## config.mk

```make
export PLATFORM = sky130hd
export DESIGN_NAME = reset_sequencer
export DESIGN_NICKNAME = d
export VERILOG_FILES = /design/src/rtl/reset_sequencer.sv
export SDC_FILE = /design/constraint.sdc
export NUM_CORES = 1
export LEC_CHECK = 0
export CORE_MARGIN = 4
export CORE_UTILIZATION = 58
export CTS_BUF_LIST = sky130_fd_sc_hd__clkbuf_4
export DETAILED_ROUTE_END_ITERATION = 7
export PLACE_DENSITY = 0.79
export REMOVE_ABC_BUFFERS = 1
export SYNTH_ARGS = -nofsm -noshare
export SYNTH_HDL_FRONTEND = slang
export SYNTH_SLANG_ARGS = --single-unit
```

## constraint.sdc

```tcl
create_clock -name clock -period 2.7 [get_ports clock]
set_input_delay 0.27 -clock clock [delete_from_list [all_inputs] [get_ports clock]]
set_output_delay 0.27 -clock clock [all_outputs]
set_load 0.005 [all_outputs]
```

## src/rtl/reset_sequencer.sv

```systemverilog
// Reset synchroniser plus ordered release of NUM_OUTPUTS reset domains.
// Assertion is asynchronous everywhere; deassertion is synchronised, held off, then staggered.
module reset_sequencer #(
  parameter int SYNC_STAGES    = 2,
  parameter int NUM_OUTPUTS    = 4,
  parameter int HOLD_CYCLES    = 16,
  parameter int STAGGER_CYCLES = 4
) (
  input  logic                   clock,
  input  logic                   reset,
  input  logic                   sw_reset_req,
  output logic [NUM_OUTPUTS-1:0] rst_out,
  output logic                   sync_reset,
  output logic                   reset_done
);

  localparam int MAX_CYC = (HOLD_CYCLES > STAGGER_CYCLES) ? HOLD_CYCLES : STAGGER_CYCLES;
  localparam int CNT_W   = $clog2(MAX_CYC) + 1;
  localparam int IDX_W   = $clog2(NUM_OUTPUTS) + 1;

  localparam logic [CNT_W-1:0]       HOLD_LAST = CNT_W'(HOLD_CYCLES - 1);
  localparam logic [CNT_W-1:0]       STAG_LAST = CNT_W'(STAGGER_CYCLES - 1);
  localparam logic [IDX_W-1:0]       IDX_LAST  = IDX_W'(NUM_OUTPUTS - 1);
  localparam logic [NUM_OUTPUTS-1:0] ONE_HOT0  = NUM_OUTPUTS'(1);

  typedef enum logic [1:0] {S_ASSERT, S_HOLD, S_RELEASE, S_DONE} state_t;

  state_t                 state, state_next;
  logic [SYNC_STAGES-1:0] sync_q;
  logic [CNT_W-1:0]       cnt, cnt_next;
  logic [IDX_W-1:0]       idx, idx_next;
  logic [NUM_OUTPUTS-1:0] rst_next;
  logic                   done_next;

  // Clears one domain bit; released bits stay cleared, so rst_out remains a thermometer code.
  function automatic logic [NUM_OUTPUTS-1:0] release_bit(input logic [NUM_OUTPUTS-1:0] cur,
                                                         input logic [IDX_W-1:0] bit_idx);
    return cur & ~(ONE_HOT0 << bit_idx);
  endfunction

  // Synchroniser: async set, shifts in 0 once reset drops
  always_ff @(posedge clock or posedge reset) begin
    if (reset) sync_q <= '1;
    else       sync_q <= {sync_q[SYNC_STAGES-2:0], 1'b0};
  end

  assign sync_reset = sync_q[SYNC_STAGES-1];

  // Sequencer registers
  always_ff @(posedge clock or posedge reset) begin
    if (reset) begin
      state      <= S_ASSERT;
      cnt        <= '0;
      idx        <= '0;
      rst_out    <= '1;
      reset_done <= 1'b0;
    end else begin
      state      <= state_next;
      cnt        <= cnt_next;
      idx        <= idx_next;
      rst_out    <= rst_next;
      reset_done <= done_next;
    end
  end

  always_comb begin
    state_next = state;
    cnt_next   = cnt;
    idx_next   = idx;
    rst_next   = rst_out;
    done_next  = reset_done;

    case (state)
      S_ASSERT: begin
        if (!sync_reset) begin
          state_next = S_HOLD;
          cnt_next   = '0;
        end
      end
      S_HOLD: begin
        if (cnt == HOLD_LAST) begin
          rst_next = release_bit(rst_out, '0);
          cnt_next = '0;
          if (NUM_OUTPUTS == 1) begin
            done_next  = 1'b1;
            state_next = S_DONE;
          end else begin
            idx_next   = IDX_W'(1);
            state_next = S_RELEASE;
          end
        end else begin
          cnt_next = cnt + CNT_W'(1);
        end
      end
      S_RELEASE: begin
        if (cnt == STAG_LAST) begin
          rst_next = release_bit(rst_out, idx);
          cnt_next = '0;
          if (idx == IDX_LAST) begin
            done_next  = 1'b1;
            state_next = S_DONE;
          end else begin
            idx_next = idx + IDX_W'(1);
          end
        end else begin
          cnt_next = cnt + CNT_W'(1);
        end
      end
      default: ;
    endcase

    // Software request restarts the hold-off but leaves the synchroniser alone
    if (sw_reset_req && (state != S_ASSERT)) begin
      rst_next   = '1;
      done_next  = 1'b0;
      state_next = S_HOLD;
      cnt_next   = '0;
      idx_next   = '0;
    end
  end

endmodule

```

# Word level (Yosys, flattened, before mapping)
# Cells that the tools add are included.
# op_classes
n_eq_ne	11
mux	24
n_addsub	2
bitwise_logic	2
n_shift	1
reduce_logical	14
# op_table
cell	n
2-to-1 mux 5 bit	4
!= test 3 bit, second input constant	5
case mux 5 bit (3 select lines)	1
2-to-1 mux 3 bit	4
2-to-1 mux 2 bit	5
AND reduction 3 bit	3
2-to-1 mux 4 bit	2
case mux 4 bit (2 select lines)	1
nonzero test 2 bit	4
case mux 2 bit (3 select lines)	1
case mux 3 bit (2 select lines)	1
adder 5 x 1 -> 5 bit, second input constant	1
== test 5 x 2 -> 1 bit, second input constant	1
== test 5 x 4 -> 1 bit, second input constant	1
2-to-1 mux 1 bit	5
AND reduction 5 bit	1
bitwise AND 4 bit	1
NOT 4 bit	1
AND reduction 4 bit	1
nonzero test 4 bit	1
left shift 1 x 3 -> 4 bit, first input constant	1
adder 3 x 1 -> 3 bit, second input constant	1
== test 3 x 2 -> 1 bit, second input constant	1
nonzero test 3 bit	1
other kinds (6)	6
# word_totals
output_inout_bits	6
word_cells	61
register_bits	17
inputBits	3

# Depth between registers and ports, before layout
# Gate-level depths: netlist (run 1).
# depth
ltp_word	6
ltp_mapped	8
ltp_nobuf	8

# Worst setup path before layout (run 1)
# No wires, ideal clock.
# synth_timing
kind	flip-flop to flip-flop
start	reg state[0]
end	reg cnt[2]
period_less_slack_ns	1.942
path_stages_with_launch	6
t_arrival_ns	1.815
path_buffers	0
required_time_ns	2.574
setup_ns	0.126
slack_ns	0.758
path_cell_list	dfrtp_1 -> inv_1 -> ha_1 -> o31ai_1 -> nor4_1 -> a221o_1
# synth_between
elab_chain_len	4
elab_cells_between_ends	10
cone_classes	eq/ne: 3; mux: 2; reduce/logical: 5
# synth_rtl
item	line_no	text
start, declared	28	state_t state, state_next;
start signal, assigned	58	state <= state_next;
nonzero test 2 bit	113	if (sw_reset_req && (state != S_ASSERT)) begin
logical AND 1 bit	113	
!= test 3 bit (no line) / nonzero test 4 bit (equally long branches)	-	
AND reduction 2 bit (no line)	-	
end signal, assigned	59	cnt <= cnt_next;
end, declared	30	logic [CNT_W-1:0] cnt, cnt_next;
# Several ways; a longest one is shown, not always the timed one.
# A chain may end at the register's enable or synchronous reset.

# Final worst setup path (run 1)
# layout_timing
start	reg cnt[0]
end	reg cnt[0]
# layout_between
elab_chain_len	4
elab_cells_between_ends	7
cone_classes	add/sub: 1; eq/ne: 2; mux: 4
# layout_rtl
item	line_no	text
adder 5 x 1 -> 5 bit, or another cell as far along	92, 106	
2-to-1 mux 5 bit, on equally long branches	96, 81	
case mux 5 bit (3 select lines) *	73	case (state)
2-to-1 mux 5 bit *	113	
# Mark *: on every way between the ends. The rest lies on a longest branch, timed or not.

==> results of run 1 <==
==> power breakdown <==
part | total (mW) | internal [mW] | switching (mW) | leakage, nW
Clock | 0.147 | 0.0676 | 0.0799 | 0.0184
Combinational | 0.362 | 0.162 | 0.200 | 0.323
Sequential | 0.348 | 0.303 | 0.0453 | 0.207
Total | 0.858 | 0.532 | 0.325 | 0.549
==> worst max-delay path by stage <==
| stage | from | end | cells after the start |
|---|---|---|---|
| floorplan | state[0] | cnt[2] | 5 |
| global placement | cnt[0] | cnt[0] | 8 |
| detailed placement | cnt[0] | cnt[0] | 8 |
| CTS | cnt[0] | cnt[0] | 8 |
| global route | cnt[0] | cnt[0] | 8 |
| finish | cnt[0] | cnt[0] | 8 |
==> placed cells by master (no fill, tap or decap), types with 2 or more instances in the layout <==
cell type	instances
nand4_1	2
a21boi_0	3
a32o_1	2
nor2b_1	4
clkdlybuf4s50_1	8
nand3_1	3
o21ai_0	7
clkbuf_4	4
inv_1	12
nand2b_1	2
nor2_1	6
a21oi_1	2
dfstp_2	6
dfrtp_1	11
nand2_1	11
ha_1	12
==> sequential cells by signal, indices dropped and copies added (netlist names) <==
name        flops
reset_done      1
sync_q          2
rst_out         4
cnt             5
state           2
idx             3
==> layout make-up <==
cell class                      count  area share, %
Multi-Input combinational cell     86           50.8
Inverter                           12           3.54
Tap cell                           25           2.46
Timing Repair Buffer                9           6.88
Sequential cell                    17           34.0
Clock buffer                        4           2.36
==> through the flow <==
step / utilization (%) / cell area, µm² / setup WS [ns]
2_1_floorplan: - / 1120 / 0.758
3_3_place_gp: 69.8 / 1240 / 0.754
3_5_place_dp: 69.8 / 1240 / 0.672
4_1_cts: 71.4 / 1270 / 0.589
5_1_grt: 71.4 / 1270 / 0.439
6_report: 71.4 / 1270 / 0.592
==> per-layer routing <==
| metal | GRT usage, % | vias to the layer above | part of all wire (%) |
|---|---|---|---|
| met2 | 32.8 | 33 | 47 |
| met4 | 8.94 | 0 | 1.7 |
| met5 | 0 | - | 0 |
| li1 | - | 442 | - |
| met1 | 29.1 | 428 | 46 |
| met3 | 4.27 | 5 | 6.0 |
==> cell families (layout without fill, tap and decap cells) <==
family                   count (synthesis)  count (layout)
AO/OA/AOI/OAI                           33              33
AND/OR/NAND/NOR                         38              38
multiplexers                             2               2
adder cells (fa/ha/maj)                 12              12
other                                    1               1
buffers and inverters                   14              25
flip-flops                              17              17
==> worst max-delay path: stages (launching register included) <==
cell and delay (ns):
dfrtp_1 0.42, ha_1 0.25, nand3_1 0.12, inv_1 0.05, ha_1 0.19, nor2b_1 0.38
a21oi_4 0.08, a2111oi_0 0.44, a21o_1 0.13
==> synth_stat cells, drive strengths merged, types with 3 or more instances <==
| library cell | count | area [µm²] |
|---|---|---|
| nor2 | 7 | 28.8 |
| a21oi | 3 | 26.3 |
| nand3 | 3 | 15.0 |
| ha | 12 | 150 |
| inv | 12 | 45.0 |
| o21ai | 7 | 35.0 |
| dfrtp | 11 | 275 |
| dfstp | 6 | 158 |
| nand2 | 11 | 41.3 |
| a21boi | 4 | 30.0 |
| nor2b | 4 | 25.0 |
==> impl_metrics.csv, run 1 <==
group,metric,value,unit
cts,cts-root-buf,"clkbuf_4",
job,cap_violations,0,
sta,holdWs,0.348,ns
worst_setup_path,critPathRequiredTime,2.93,ns
sta,setup_viol,0,
layout,syn_to_final_growth,12.4,%
power_and_ir_drop,vdd_drop_max,0.464,mV
cts,cts_setup_buffers,0,
sta,final.setup_skew,0.0107,ns
floorplan,fp-row-count,15,
global_routing,grt_overflow,0,
route,routed_via_density,5.93,
global_routing,grt_first_pass_wirelength,4.25,mm
synth,synth-edff-count,0,
min_path,min_path_type,"primary input to async pin",
synth,ys_types,48,
layout,n_antenna_cell,0,
layout,drive_gt1_share,14.1,%
layout,sequential_cell_area,433,µm²
worst_setup_path,crit_path_end_kind,"flip-flop",
sta,finalHoldViolCount,0,
power_and_ir_drop,power_density,673,mW/mm²
synth,synth_compound_area_share,22.5,%
route,wl_per_cell,15.4,µm
synth,syn_avg_cell_area,9.69,µm²
global_routing,antenna_found_initial,0,
cts,htree_levels,1,
route,drt_iter0_drc,22,
synth,syn_area,0.00113,mm²
global_routing,gr-usage-all-layers,21.3,%
power_and_ir_drop,power,858,µW
outcome,status,"finished clean",
worst_setup_path,start_kind,"flip-flop",
cts,holdBufCountCts,0,
global_routing,grt_pass1_vias,900,
floorplan,die-area,0.00273,mm²
synth,synthFlopType,"dfrtp_1",
sta,tightest_slew,0.647,ns
floorplan,die_w,52.2,µm
cts,clock-sinks,17,
synth,synthSimpleGateAreaFrac,19.1,%
place,dp_hpwl,1.77,mm
floorplan,die_h,52.2,µm
place,dp.cells,149,
route,drt-total-wl,2.36,mm
cts,clockBufferDepth,2,
worst_setup_path,cp_max_fo,5,
synth,seq_area_frac_synth,38.2,%
synth,synthXorXnorAreaFrac,0,%
place,port_buffers,8,
synth,ys_ff_latch,17,
sta,slew_viol_final,0,
synth,yosys_warnings,0,
route,firstDrtPassIters,4,
sta,clock.fmax,474,MHz
floorplan,coreArea,0.00178,mm²
worst_setup_path,reg2regPathDepth,8,
floorplan,initial_utilization,63.6,%
synth,synthMuxAreaShare,1.88,%
cts,clk-insertion-delay-late,0.30,ns
worst_setup_path,worstReg2RegEnd,"cnt[0]",
route,drc_errors,0,
worst_setup_path,r2r_start,"cnt[0]",
global_routing,grt_start_max_net_pins,18,
layout,fill_cells,144,
sta,period_minus_slack,2.11,ns
sta,min_period_over_period,78.1,%
route,postRouteAntennaNets,0,
worst_setup_path,path_class,"flip-flop to flip-flop",
floorplan,io-pin-count,9,
synth,synth_adder_area_share,13.2,%
synth,synthCells,117,
power_and_ir_drop,leakagePower,0.549,nW
route,num_vias,908,
sta,tns,0,ns
synth,synth_top_family_by_area,"compound AO/OA/AOI/OAI gates",
sta,rsz0062_at_grt,"no",
sta,slew_headroom,56.8,%
layout,layout.nets,144,
cts,clk_pin_slew_worst_paths,0.10,ns
layout,multi_input_area,647,µm²
worst_setup_path,r2r_slack,0.59,ns
cts,numCtsBuffers,3,
synth,synthArstFlopShare,100,%
cts,cts_tree,"yes",
layout,fin_cells,153,
worst_setup_path,cp.arrival,2.34,ns
place,place_congestion,0.825,
cts,cts_resized,0,
(Power assumes the default switching activity.)
==> inputs of run 2 (changes only) <==
clock period = 2.04 ns   (was 2.7 ns; I/O delays follow)
==> run 2 against run 1 <==
Compared with the run above:
- cell count rose by 3.3%
- clock power rose by 37%
- highest routed layer unchanged
- hold slack got worse by 0.069 ns
- sequential share of layout area decreased by 1.2 points
- register-to-register slack worse by 0.44 ns
==> impl_metrics.csv, run 2 (synthesis results as in run 1) <==
group,metric,value,unit
worst_setup_path,start_kind,"flip-flop",
sta,slew_headroom,57.5,%
route,drt-total-wl,2.49,mm
floorplan,coreArea,0.00178,mm²
layout,largest_register_ffs,5,
floorplan,die-area,0.00273,mm²
sta,setup_viol,0,
layout,largest_register,"cnt",
worst_setup_path,crit_chain,"inv_1 > ha_2 > o31ai_1 > buf_4 > nor4_1 > a221o_1",
route,wl_per_cell,15.7,µm
global_routing,gr-usage-all-layers,21.4,%
sta,clock.fmax,529,MHz
worst_setup_path,cp_max_fo,7,
layout,layout.nets,149,
sta,layout_setup_ws,0.148,ns
sta,slew_viol_final,0,
cts,numCtsBuffers,3,
cts,clk-insertion-delay-late,0.30,ns
job,cap_violations,0,
global_routing,antenna_found_initial,0,
worst_setup_path,critPathMaxStageDelay,0.48,ns
cts,htree_levels,1,
worst_setup_path,cp_num_buf_inv,2,
place,place_congestion,0.833,
worst_setup_path,crit_path_end_kind,"flip-flop",
cts,clock-sinks,17,
cts,clk_pin_slew_worst_paths,0.10,ns
worst_setup_path,critPathTopFamily,"compound AO/OA/AOI/OAI gates",
route,routed_via_density,6.04,
global_routing,grt_overflow,0,
layout,drive_gt1_share,18.8,%
floorplan,io-pin-count,9,
floorplan,die_w,52.2,µm
route,drc_errors,0,
layout,final_cell_mix,"inv_1, nand2_1, ha_1, dfrtp_1, clkdlybuf4s50_1",
global_routing,grt_start_max_net_pins,18,
floorplan,initial_utilization,63.6,%
worst_setup_path,critPathRequiredTime,2.23,ns
route,firstDrtPassIters,6,
sta,final.setup_skew,0.00393,ns
layout,design_area,0.00132,mm²
cts,cts_tree,"yes",
min_path,min_path_type,"primary input to async pin",
cts,holdBufCountCts,0,
layout,top_regs,"cnt: 5 flops, rst_out: 4 flops, idx: 3 flops",
route,postRouteAntennaNets,0,
layout,syn_to_final_growth,16.6,%
global_routing,grt_first_pass_wirelength,4.27,mm
place,port_buffers,8,
power_and_ir_drop,leakagePower,0.581,nW
layout,final_core_util,74.1,%
route,drt_iter0_drc,28,
place,place_ws,0.0237,ns
sta,tightest_slew,0.636,ns
power_and_ir_drop,vdd_drop_max,0.646,mV
power_and_ir_drop,power_density,908,mW/mm²
layout,final_common_cell,"inv_1",
floorplan,die_h,52.2,µm
worst_setup_path,cp_slowest_cell,"dfrtp_1",
global_routing,grt_pass1_vias,940,
outcome,status,"finished clean",
route,num_vias,955,
sta,tns,0,ns
sta,rsz0062_at_grt,"no",
sta,finalHoldViolCount,0,
floorplan,fp-row-count,15,
cts,cts-root-buf,"clkbuf_4",
sta,period_minus_slack,1.89,ns
worst_setup_path,cp.arrival,2.08,ns
place,placed_cell_area,0.00128,mm²
cts,clockBufferDepth,2,
sta,min_period_over_period,92.7,%
place,dp_hpwl,1.78,mm
worst_setup_path,path_class,"flip-flop to flip-flop",
layout,n_antenna_cell,0,
[run 2: what timing repair did]
action | in CTS | in global routing
gates resized for setup | 1 | 2
buffers inserted | 0 | 0
endpoints found under the setup margin | 1 | 4
[run 2: power by group]
group | switching, mW | internal (mW) | total, mW
registers | 0.0532 | 0.401 | 0.455
clock network | 0.111 | 0.0895 | 0.201
logic | 0.291 | 0.252 | 0.544
[run 2: cell type report]
class	instances	area, µm²
Fill cell	131	462
Multi-Input combinational cell	86	657
Sequential cell	17	433
Inverter	12	45.0
Timing Repair Buffer	14	125
Clock buffer	4	30.0
Tap cell	25	31.3
[run 2: layer usage]
layer  vias up  wire [µm]  part of all wire, %  track usage [%]
met4         0         47                  1.9             10.2
li1        456          -                    -                -
met2        31       1130                   46             33.1
met5         -          0                    0                0
met1       461       1210                   49             28.7
met3         7         91                  3.7             4.27
[run 2: metrics by stage]
stage / hold WS, ns / total power [mW] / instances
floorplan: 0.126 / 0.789 / 115
global placement: 0.346 / 0.954 / 154
detailed placement: 0.349 / 0.969 / 154
CTS: 0.304 / 1.18 / 158
global route: 0.316 / 1.28 / 158
finish: 0.279 / 1.20 / 158
[run 2: final timing paths]
path / start / endpoint / slack (ns) / depth (start not counted)
max reg2reg: state[0] / cnt[2] / 0.15 / 6
max in group asynchronous: reset / idx[1] / 1.35 / 2
min reg2reg: sync_q[0] / sync_q[1] / 0.36 / 0
max: state[0] / cnt[2] / 0.15 / 6
min: reset / cnt[1] / 0.28 / 2
min in group clock: sync_q[0] / sync_q[1] / 0.36 / 0
[run 2: worst register-to-register path: stages, from the launching register on]
cell and delay, ns:
dfrtp_1 0.48, inv_1 0.12, ha_2 0.30, o31ai_1 0.34, buf_4 0.22, nor4_1 0.06
a221o_1 0.26
